--- src/rtl/hazard_stall_unit.sv ---
// Hazard detection beside ID: load-use and mul/div RAW/WAW stalls, data-memory freeze,
// mul/div launch with timeout abort, and a saturating stall-cycle counter.
module hazard_stall_unit #(
    parameter int MD_TIMEOUT = 40,
    parameter int CNT_W      = 16
) (
    input  logic             clk_i,
    input  logic             reset_ni,
    input  logic             id_valid_i,
    input  logic [4:0]       id_addr1_i,
    input  logic [4:0]       id_addr2_i,
    input  logic             id_use1_i,
    input  logic             id_use2_i,
    input  logic [4:0]       id_waddr_i,
    input  logic [1:0]       id_class_i,
    input  logic             flush_i,
    input  logic             mem_busy_i,
    input  logic             md_done_i,
    output logic             stall_o,
    output logic             bubble_o,
    output logic             md_start_o,
    output logic             md_err_o,
    output logic [CNT_W-1:0] stall_cnt_o,
    output logic             state_o
);

    localparam int                  MD_CNT_W = $clog2(MD_TIMEOUT + 1);
    localparam logic [MD_CNT_W-1:0] MD_LAST  = MD_CNT_W'(MD_TIMEOUT - 1);
    localparam logic [1:0]          CLS_LD   = 2'b01;
    localparam logic [1:0]          CLS_MD   = 2'b10;

    typedef enum logic {
        RUN     = 1'b0,
        MD_BUSY = 1'b1
    } state_t;

    state_t              state_q, state_d;
    logic                ld_pend_q, ld_pend_d;
    logic [4:0]          ld_rd_q, ld_rd_d;
    logic [4:0]          md_rd_q, md_rd_d;
    logic [MD_CNT_W-1:0] md_cnt_q, md_cnt_d;
    logic                md_start_q, md_start_d;
    logic                md_err_q, md_err_d;
    logic [CNT_W-1:0]    stall_cnt_q, stall_cnt_d;

    logic ld_hit, md_hit, md_rd_nz, issue;

    // Hazard detection and stall/bubble priority; x0 never matches because
    // LD_RD is only loaded with a nonzero rd and MD matches require md_rd_nz.
    always_comb begin
        ld_hit   = ld_pend_q & id_valid_i &
                   ((id_use1_i & (id_addr1_i == ld_rd_q)) |
                    (id_use2_i & (id_addr2_i == ld_rd_q)));
        md_rd_nz = (md_rd_q != 5'd0);
        md_hit   = (state_q == MD_BUSY) & id_valid_i &
                   ((md_rd_nz & ((id_use1_i & (id_addr1_i == md_rd_q)) |
                                 (id_use2_i & (id_addr2_i == md_rd_q)) |
                                 (id_waddr_i == md_rd_q))) |
                    (id_class_i == CLS_MD));
        stall_o  = 1'b0;
        bubble_o = 1'b0;
        if (mem_busy_i) begin
            stall_o = 1'b1;
        end else if (flush_i) begin
            stall_o = 1'b0;
        end else if (md_hit || ld_hit) begin
            stall_o  = 1'b1;
            bubble_o = 1'b1;
        end
        issue = id_valid_i & ~stall_o & ~flush_i;
    end

    // Mul/div protocol: md_start_o pulses once per launch; md_done_i is accepted only in MD_BUSY.
    always_comb begin
        state_d     = state_q;
        ld_pend_d   = ld_pend_q;
        ld_rd_d     = ld_rd_q;
        md_rd_d     = md_rd_q;
        md_cnt_d    = md_cnt_q;
        md_start_d  = 1'b0;
        md_err_d    = 1'b0;
        stall_cnt_d = stall_cnt_q;

        if (issue && (id_class_i == CLS_LD) && (id_waddr_i != 5'd0)) begin
            ld_pend_d = 1'b1;
            ld_rd_d   = id_waddr_i;
        end else if (!mem_busy_i) begin
            ld_pend_d = 1'b0;
        end

        case (state_q)
            RUN: begin
                if (issue && (id_class_i == CLS_MD)) begin
                    state_d    = MD_BUSY;
                    md_start_d = 1'b1;
                    md_rd_d    = id_waddr_i;
                    md_cnt_d   = '0;
                end
            end
            MD_BUSY: begin
                if (md_done_i) begin
                    state_d = RUN;
                end else if (md_cnt_q == MD_LAST) begin
                    state_d  = RUN;
                    md_err_d = 1'b1;
                end else begin
                    md_cnt_d = md_cnt_q + MD_CNT_W'(1);
                end
            end
            default: state_d = RUN;
        endcase

        if (stall_o && (stall_cnt_q != '1)) begin
            stall_cnt_d = stall_cnt_q + CNT_W'(1);
        end
    end

    always_ff @(posedge clk_i) begin
        if (!reset_ni) begin
            state_q     <= RUN;
            ld_pend_q   <= 1'b0;
            ld_rd_q     <= 5'd0;
            md_rd_q     <= 5'd0;
            md_cnt_q    <= '0;
            md_start_q  <= 1'b0;
            md_err_q    <= 1'b0;
            stall_cnt_q <= '0;
        end else begin
            state_q     <= state_d;
            ld_pend_q   <= ld_pend_d;
            ld_rd_q     <= ld_rd_d;
            md_rd_q     <= md_rd_d;
            md_cnt_q    <= md_cnt_d;
            md_start_q  <= md_start_d;
            md_err_q    <= md_err_d;
            stall_cnt_q <= stall_cnt_d;
        end
    end

    assign md_start_o  = md_start_q;
    assign md_err_o    = md_err_q;
    assign stall_cnt_o = stall_cnt_q;
    assign state_o     = state_q;

endmodule

--- config.mk ---
export PLATFORM = sky130hd
export DESIGN_NAME = hazard_stall_unit
export DESIGN_NICKNAME = d
export VERILOG_FILES = /design/src/rtl/hazard_stall_unit.sv
export SDC_FILE = /design/constraint.sdc
export NUM_CORES = 1
export LEC_CHECK = 0
export ABC_AREA = 1
export CELL_PAD_IN_SITES_DETAIL_PLACEMENT = 2
export CELL_PAD_IN_SITES_GLOBAL_PLACEMENT = 2
export CORE_ASPECT_RATIO = 1.2
export CORE_MARGIN = 1.5
export CORE_UTILIZATION = 29
export DETAILED_ROUTE_END_ITERATION = 6
export PLACE_DENSITY_LB_ADDON = 0.12
export SLEW_MARGIN = 20
export SYNTH_ARGS = -nofsm -noshare
export SYNTH_HDL_FRONTEND = slang
export SYNTH_SLANG_ARGS = --single-unit
--- constraint.sdc ---
create_clock -name clk_i -period 5.15 [get_ports clk_i]
set_input_delay 1.03 -clock clk_i [delete_from_list [all_inputs] [get_ports clk_i]]
set_output_delay 1.03 -clock clk_i [all_outputs]
set_load 0.1 [all_outputs]
==> results of run 1 <==
==> Yosys cell counts <==
library cell               number  area (um^2)
sky130_fd_sc_hd__nand2_1      107        401.6
sky130_fd_sc_hd__a21oi_1       18        90.09
sky130_fd_sc_hd__a31oi_1        1        6.260
sky130_fd_sc_hd__inv_2          4        15.01
sky130_fd_sc_hd__o21ai_0        6        30.03
sky130_fd_sc_hd__nand3_1       25        125.1
sky130_fd_sc_hd__nand2_4        3        33.78
sky130_fd_sc_hd__clkinv_1       2        7.510
sky130_fd_sc_hd__clkinv_4       1        8.760
sky130_fd_sc_hd__xor2_1        11        96.34
sky130_fd_sc_hd__buf_4          3        22.52
sky130_fd_sc_hd__buf_1          1        3.750
sky130_fd_sc_hd__nor2_1        63        236.5
sky130_fd_sc_hd__o22ai_1        7        43.79
sky130_fd_sc_hd__buf_6          1        11.26
sky130_fd_sc_hd__nand2_2        9        56.30
sky130_fd_sc_hd__nand4_2        1        12.51
sky130_fd_sc_hd__inv_1         46        172.7
sky130_fd_sc_hd__buf_2          1        5.000
sky130_fd_sc_hd__nor3_1        10        50.05
sky130_fd_sc_hd__nand4_1        3        18.77
sky130_fd_sc_hd__ha_1           2        25.02
sky130_fd_sc_hd__dfxtp_1       36        720.7
sky130_fd_sc_hd__xnor2_1        4        35.03
sky130_fd_sc_hd__clkbuf_1       3        11.26
sky130_fd_sc_hd__a21oi_2        8        70.07
sky130_fd_sc_hd__nor4_1         3        18.77
==> sequential cells by signal, summed over array words and instances, names as in the netlist <==
name	count
state_o	1
ld_rd_q	5
md_rd_q	5
md_err_o	1
ld_pend_q	1
md_start_o	1
md_cnt_q	6
stall_cnt_o	16
==> final cells by class <==
type                    count  share of cell area
inverters                  53             0.06869
well taps                  92             0.03877
flip-flops and latches     36              0.2427
repair buffers             46              0.1525
multi-input cells         281              0.4547
clock inverters             1             0.01011
clock buffers               7             0.03245
==> path summary, 6_finish.rpt <==
kind	start	endpoint	slack (ps)
min reg2reg	ld_pend_q	ld_pend_q	470
max	id_waddr_i[2]	bubble_o	1340
min	ld_pend_q	ld_pend_q	470
max reg2reg	stall_cnt_o[0]	stall_cnt_o[1]	2790
==> where the power goes <==
part	internal, uW	leakage, uW	switching [uW]
registers	283	0.000291	5.64
clock network	171	0.0000645	109
logic	36.1	0.000971	62.0
total	490	0.00133	176
==> per-stage QoR <==
stage	std cells	total power (uW)
floorplan	379	353.1
global placement	508	391.9
detailed placement	508	394.7
CTS	516	677.4
global route	516	698.2
finish	516	666.7
==> layout by cell type (no fill, tap or decap), drive strengths merged <==
cell type	count
a21oi	26
a31oi	1
buf	3
bufinv	1
clkbuf	7
clkdlybuf4s50	43
clkinv	3
dfxtp	36
ha	2
inv	50
nand2	119
nand3	25
nand4	4
nor2	63
nor3	10
nor4	3
o21ai	6
o22ai	7
xnor2	4
xor2	11
==> critical path, stage by stage <==
cell and delay [ps]:
sky130_fd_sc_hd__clkdlybuf4s50_1 550, sky130_fd_sc_hd__inv_1 100, sky130_fd_sc_hd__nand2_1 70, sky130_fd_sc_hd__nand2_1 50, sky130_fd_sc_hd__nor2_1 110, sky130_fd_sc_hd__nand3_1 80
sky130_fd_sc_hd__nand3_1 80, sky130_fd_sc_hd__nand2_1 50, sky130_fd_sc_hd__nand2_1 50, sky130_fd_sc_hd__nand2_1 60, sky130_fd_sc_hd__nand2_2 80, sky130_fd_sc_hd__nand2_4 70
sky130_fd_sc_hd__nor2_1 90, sky130_fd_sc_hd__buf_4 290
==> per-layer routing <==
| metal | vias up | GRT usage | share of wire |
|---|---|---|---|
| met5 | - | 0 | 0 |
| met4 | 0 | 0.04540 | 0.010 |
| met3 | 7 | 0.02771 | 0.028 |
| met2 | 38 | 0.3286 | 0.49 |
| met1 | 1228 | 0.2278 | 0.47 |
| li1 | 1271 | - | - |
==> cell families after synthesis <==
logic type      count (synthesis)
compound gates                 40
simple gates                  224
buf+inv                        62
xor+xnor                       15
flops                          36
fa+ha+maj                       2
==> metrics list, run 1 <==
* Status: finished with violations
* Violations in the final reports: design-rule violations
* Post-synthesis compound-gate area fraction: 0.1032
- Maximum number of pins on one net before global-route repair: 25
* Number of warnings reported in the yosys synthesis log: 0
- WL/cell: between 10 and 15 um
- Die height: about 100 um
- Final Worst Setup Slack: between 1000 and 1500 ps
* Total iterations of the first detailed-routing run: 7
* Arr. time, crit path: 2780 ps
- In this run the worst hold path is classified as register to register.
* Post-place instance area: around 2800 um^2
- Final total negative setup slack: 0 ps
- Post-cts gate resize count: 0
- Drt initial violations: between 50 and 60
- GRT Overall Usage: 0.1821
* Worst slew margin relative to its limit: 0.3488
- Number of nets with antenna violations after routing: 0
* Final Hold Violating Endpoints: 0
* Number of maximum-capacitance constraint violations: 0
- Post-CTS Repair Setup Buffers: 0
- The finished cells cover between 2000 and 3000 um^2.
- DP Worst Slack: ~1300 ps
- For this design the static power due to leakage is approximately 0.0013 uW.
- Filler instances: 1002
- Std-Cell Rows: 35
* Final antenna diode count: 0
- Count of cells along the worst register-to-register path: 10
- Global routing finished with a remaining overflow of 0.
- Relative to the synthesized area, the layout overhead comes to 27.51%.
* Die area: about 8600 um^2
- Of the total synthesized cell area, the portion taken by full adders, half adders and majority gates is 0.01075.
* Worst Max-Slew Pin Slew: 973.8 ps
- IO Port Bufs: 45
- The clock net in this run drives a total of 36 sinks.
- Mux contribution to synthesized area: 0
- Clock-pin slew was measured on the worst setup and hold paths at approximately 80 ps.
- Start-to-end type of the worst setup path: primary input to output port
- TritonCTS built the clock tree.
- Critical Path Source Type: primary input
- STA classifies the critical path endpoint as an output port.
* Number of I/O pins: 46
* Starting Density: 0.3004
* Hold slack: 470.3 ps
- Clk_skew: about 9.8 ps
- Worst VDD drop: 0.1193 mV
* Area share of and/or/nand/nor cells after synthesis: 0.4095
- Required @ worst endpoint: 4120 ps
- A synthesized cell averages between 6 and 7 um^2.
- Synthesized net count: between 400 and 500
- Peak Freq: 262.3 MHz
- After detailed routing, the number of remaining DRC violations is 3.
- In this run, post-CTS hold repair placed 0 buffers.
* Storage cell area: 720.7 um^2
* Clock Path Buffers: 2
* Clk root buf: sky130_fd_sc_hd__clkbuf_8
- The H-tree was split into 2 levels.
- Vias in the first global route: 2656
- Post-layout net count: 450
- Counting flops and latches in the post-synthesis netlist gives 36.
- X dimension of the die: 84.80 um
* Post-DP HPWL: between 5000 and 6000 um
- The count of final max-slew check failures is 0.
* Part of the Yosys area used for sequential elements: 0.3095
* Worst hold stages: 2
- For this run, the share of the core covered by cells in the final layout is 0.3831.
* Largest family of logic cells by synthesized area: simple AND/OR/NAND/NOR gates
* Final worst-path cycle share: 0.7403
- The routed layout has about 2.5k vias.
- Setup violations remaining at the end of the flow were counted as 0.
- Core ar.: 7751 um^2
- CTS Buf Count: 5
- The later pin in the worst-skew pair is clocked with a latency of roughly 290 ps.
- The cell count after synthesis came out at ~380.
- Maximum fanout along the worst path: 4
* Routed vias/inst: slightly below 5
- Synthesis instantiated 27 different standard cells from the library.
- Setup repair after global routing missed its margin: no
- Post-Synth XOR/XNOR Area: 0.05642
- At the end of routability-driven placement, the weighted congestion stood at around 0.81.
- For this block, the routed nets add up to roughly 7600 um of wire.
* Initial antenna violation count: 0
- Post-synthesis cell area: ~2300 um^2
- Area occupied by multi-input gates: about 1400 um^2
* Power density cells: 224.6 nW/um^2
- Layout cell share with drive strength beyond 1: 0.08726
* Fin crit period: roughly 3800 ps
* First-pass GRT wire length: approximately 12000 um
No activity file was read; power rests on OpenSTA's default activity.
==> inputs of run 2 (changes only) <==
--- a/config.mk
+++ b/config.mk
@@ -10,7 +10,7 @@
 export CELL_PAD_IN_SITES_GLOBAL_PLACEMENT = 2
 export CORE_ASPECT_RATIO = 1.2
 export CORE_MARGIN = 1.5
-export CORE_UTILIZATION = 29
+export CORE_UTILIZATION = 24
 export DETAILED_ROUTE_END_ITERATION = 6
 export PLACE_DENSITY_LB_ADDON = 0.12
 export SLEW_MARGIN = 20
==> constraint.sdc (replaced) <==
create_clock -name clk_i -period 3.35 [get_ports clk_i]
set_input_delay 0.67 -clock clk_i [delete_from_list [all_inputs] [get_ports clk_i]]
set_output_delay 0.67 -clock clk_i [all_outputs]
set_load 0.1 [all_outputs]
==> run 2 against run 1 <==
The run now ends clean. First-iteration DRC count up 17%. Sequential share of layout area down 0.52 points. Critical path depth unchanged. Setup slack worse by 1200 ps. Register-to-register slack worse by 1600 ps. Wire length up 9.5%. Clock-buffer cell count unchanged. Cell count up 6.4%. Core utilization down 6.3 points. Design area up 2.2%. Flip-flop and latch count unchanged. Critical path type unchanged.
==> metrics list, run 2 (synthesis gave the netlist of run 1 again) <==
- The run finished with clean final reports.
* Final antenna diode count: 0 (unchanged)
- The critical path arrival came to 2490 ps (-290 ps).
* Final instance area: 3034 um^2 (+2.2%)
- Post-DP HPWL: 6549 um (+11%)
- Starting Density: 0.2460 (-0.05443)
- The internal power summed over all cells is 806.0 uW (+64%).
* Final Hold Violating Endpoints: 0 (unchanged)
* Weighted congestion reported at the end of routability-driven placement: 0.7778 (-3.7%)
- The count of final max-slew check failures came to 0 (unchanged).
* CTS Buf Count: 5 (unchanged)
- Part of the total power dissipated in combinational logic: 0.141 (-0.006)
* Final worst-path cycle share: 0.9447
- The worst hold slack across all endpoints was 477.7 ps (+7.388 ps).
- The global-route wire length before repair was 13850 um (+12%).
- The path class of the tightest hold or removal check is register to register.
* DP Worst Slack: 145.2 ps (-1157 ps)
* Routed vias/inst: 4.545 (-7.8%)
* Drt initial violations: 61 (+17%)
- Setup repair after global routing left no endpoint under its margin.
- The number of hold buffers added after CTS came to 0 (unchanged).
* Vias in the first global route: 2746 (+3.4%)
- The post-route setup TNS is 0 ps (unchanged).
- X dimension of the die: 92.92 um (+9.6%)
- The via count came to 2495 (-1.9%).
- The clock sink count is 36 (unchanged).
* Required @ worst endpoint: 2680 ps (-1440 ps)
- Filler instances: 1183 (+18%)
- The number of placement rows was 39 (+11%).
- The post-route clock skew came to 3.488 ps (-6.292 ps).
* Worst VDD drop: 0.1506 mV (+26%)
- Post-layout net count: 453 (+0.67%)
* Wire length reported by the detailed router: 8329 um (+9.5%)
- The slowest stage of the critical path belongs to the cell sky130_fd_sc_hd__clkdlybuf4s50_1.
- Clock share of power: 0.455 (+0.035)
* Cell repeated most along the worst path: sky130_fd_sc_hd__nand2_1
- Static timing analysis puts the maximum clock frequency at 316.0 MHz.
- The chip height is 110.9 um (+9.6%).
- Syn-to-layout area delta: 30.31%
- Fin crit period: between 3000 and 4000 ps
- The number of non-filler instances in the completed layout came to 549 (+6.4%).
- TritonCTS clock tree: built
- The layout cell share with drive strength beyond 1 came to 0.1362 (+0.04889).
- Total iterations of the first detailed-routing run: 4 (-3)
- Critical path endpoint category: output port
- GRT Overall Usage: 0.1733 (-0.008773)
* Maximum fanout along the worst path: 5 (+1)
- The signal on the critical path passes through clkdlybuf4s50_1 -> inv_1 -> nand2_1 -> nand2_1 -> nor2_1 -> nand3_1 -> nand3_1 -> nand2_1 -> nand2_1 -> nand2_1 -> nand2_2 -> nand2_4 -> nor2_1 -> buf_12.
- The switching power share of the total came to 0.2681 (+0.003469).
- The critical path in this run is classified as primary input to output port.
- The number of port buffers is 45 (unchanged).
- The slew at the pin with the worst max-slew slack was 547.2 ps (-426.6 ps).
- The worst setup path is launched from a primary input.
* Flip-flop count of the largest register, all copies and words added: 16 (unchanged)
- Power density cells: 363.0 nW/um^2 (+62%)
- The deepest level of the CTS H-tree came to 2 (unchanged).
* Post-place instance area: 2882 um^2 (+1.4%)
- Number of maximum-capacitance constraint violations: 0 (unchanged)
- GR Overflow Total: 0 (unchanged)
- The power share of the sequential group came to 0.404 (-0.029).
- Leaving out fill and tap cells, the most frequent cells in the layout are sky130_fd_sc_hd__nand2_1, sky130_fd_sc_hd__nor2_1, sky130_fd_sc_hd__inv_1.
- Endpoints failing setup: 0 (unchanged)
- The initial antenna violation count is 0 (unchanged).
* Post-CTS Repair Setup Buffers: 0 (unchanged)
- Power spent charging and discharging nets: 295.3 uW (+67%)
- The boundary pin count was 46 (unchanged).
- The placed cell count is 542 (+6.7%).
- The post-detailed-route DRC marker count is 0 (-3).
- Leaving out fill and tap cells, the most frequent cell in the layout is sky130_fd_sc_hd__nand2_1.
* Post-cts gate resize count: 0 (unchanged)
* Clock-pin slew on the worst setup and hold paths: 60 ps (-20 ps)
- The per-cell routed wire length is 15.17 um (+3.0%).
- The highest cell delay on the worst timing path was 580 ps (+30 ps).
- The worst slew slack as a fraction of its limit is 0.6318 (+0.2831).
- The maximum buffer depth of the clock tree came to 2 (unchanged).
- Maximum number of pins on one net before global-route repair: 25 (unchanged)
- Total leakage power: 0.001397 uW (+5.3%)
- Clock latency on the worst-skew pair: 290 ps (about the same)
- The cell sitting at the root of the clock tree is a sky130_fd_sc_hd__clkbuf_16.
- Final Worst Setup Slack: 185.2 ps (-1152 ps)
- Core ar.: 9467 um^2 (+22%)
- Die area: 10300 um^2 (+20%)
- The number of routed nets with antenna violations came to 0 (unchanged).
[run 2: critical path, delay by kind of cell]
family | cells | cell delay (ps)
buf+inv | 3 | 850
simple gates | 11 | 950
[run 2: cell type report]
class	instances	area [um^2]	share of cell area
Sequential cell	36	720.7	0.2375
Clock buffer	7	152.6	0.05031
Multi-Input combinational cell	281	1350	0.4449
Inverter	53	203.9	0.06722
Tap cell	123	153.9	0.05072
Timing Repair Buffer	49	452.9	0.1493
[run 2: stage by stage]
step           total power [uW]    util
6_report                   1101  0.3205
5_1_grt                    1155  0.3205
3_3_place_gp              610.5  0.3044
4_1_cts                    1127  0.3205
3_5_place_dp              614.2  0.3044
2_1_floorplan             542.9       -
[run 2: power groups by stage]
stage / clock, uW / combinational, uW / sequential (uW)
after floorplan: 0 / 72.0 / 471
after global placement: 0 / 156 / 455
after detailed placement: 0 / 159 / 455
after CTS: 522 / 160 / 446
after global routing: 536 / 172 / 447
final: 501 / 155 / 445
[run 2: worst paths after layout]
kind | slack [ps] | cells past startpoint | end | start
setup / recovery | 190 | 14 | bubble_o | id_waddr_i[3]
hold / removal | 480 | 2 | ld_pend_q | ld_pend_q
setup reg to reg | 1200 | 10 | stall_cnt_o[0] | stall_cnt_o[0]
hold reg to reg | 480 | 2 | ld_pend_q | ld_pend_q
[run 2: per-layer routing]
layer	GRT usage	part of all wire	vias to the layer above
li1	-	-	1271
met1	0.2009	0.44	1166
met2	0.3100	0.51	45
met3	0.03086	0.030	13
met4	0.06667	0.025	0
met5	0	0	-
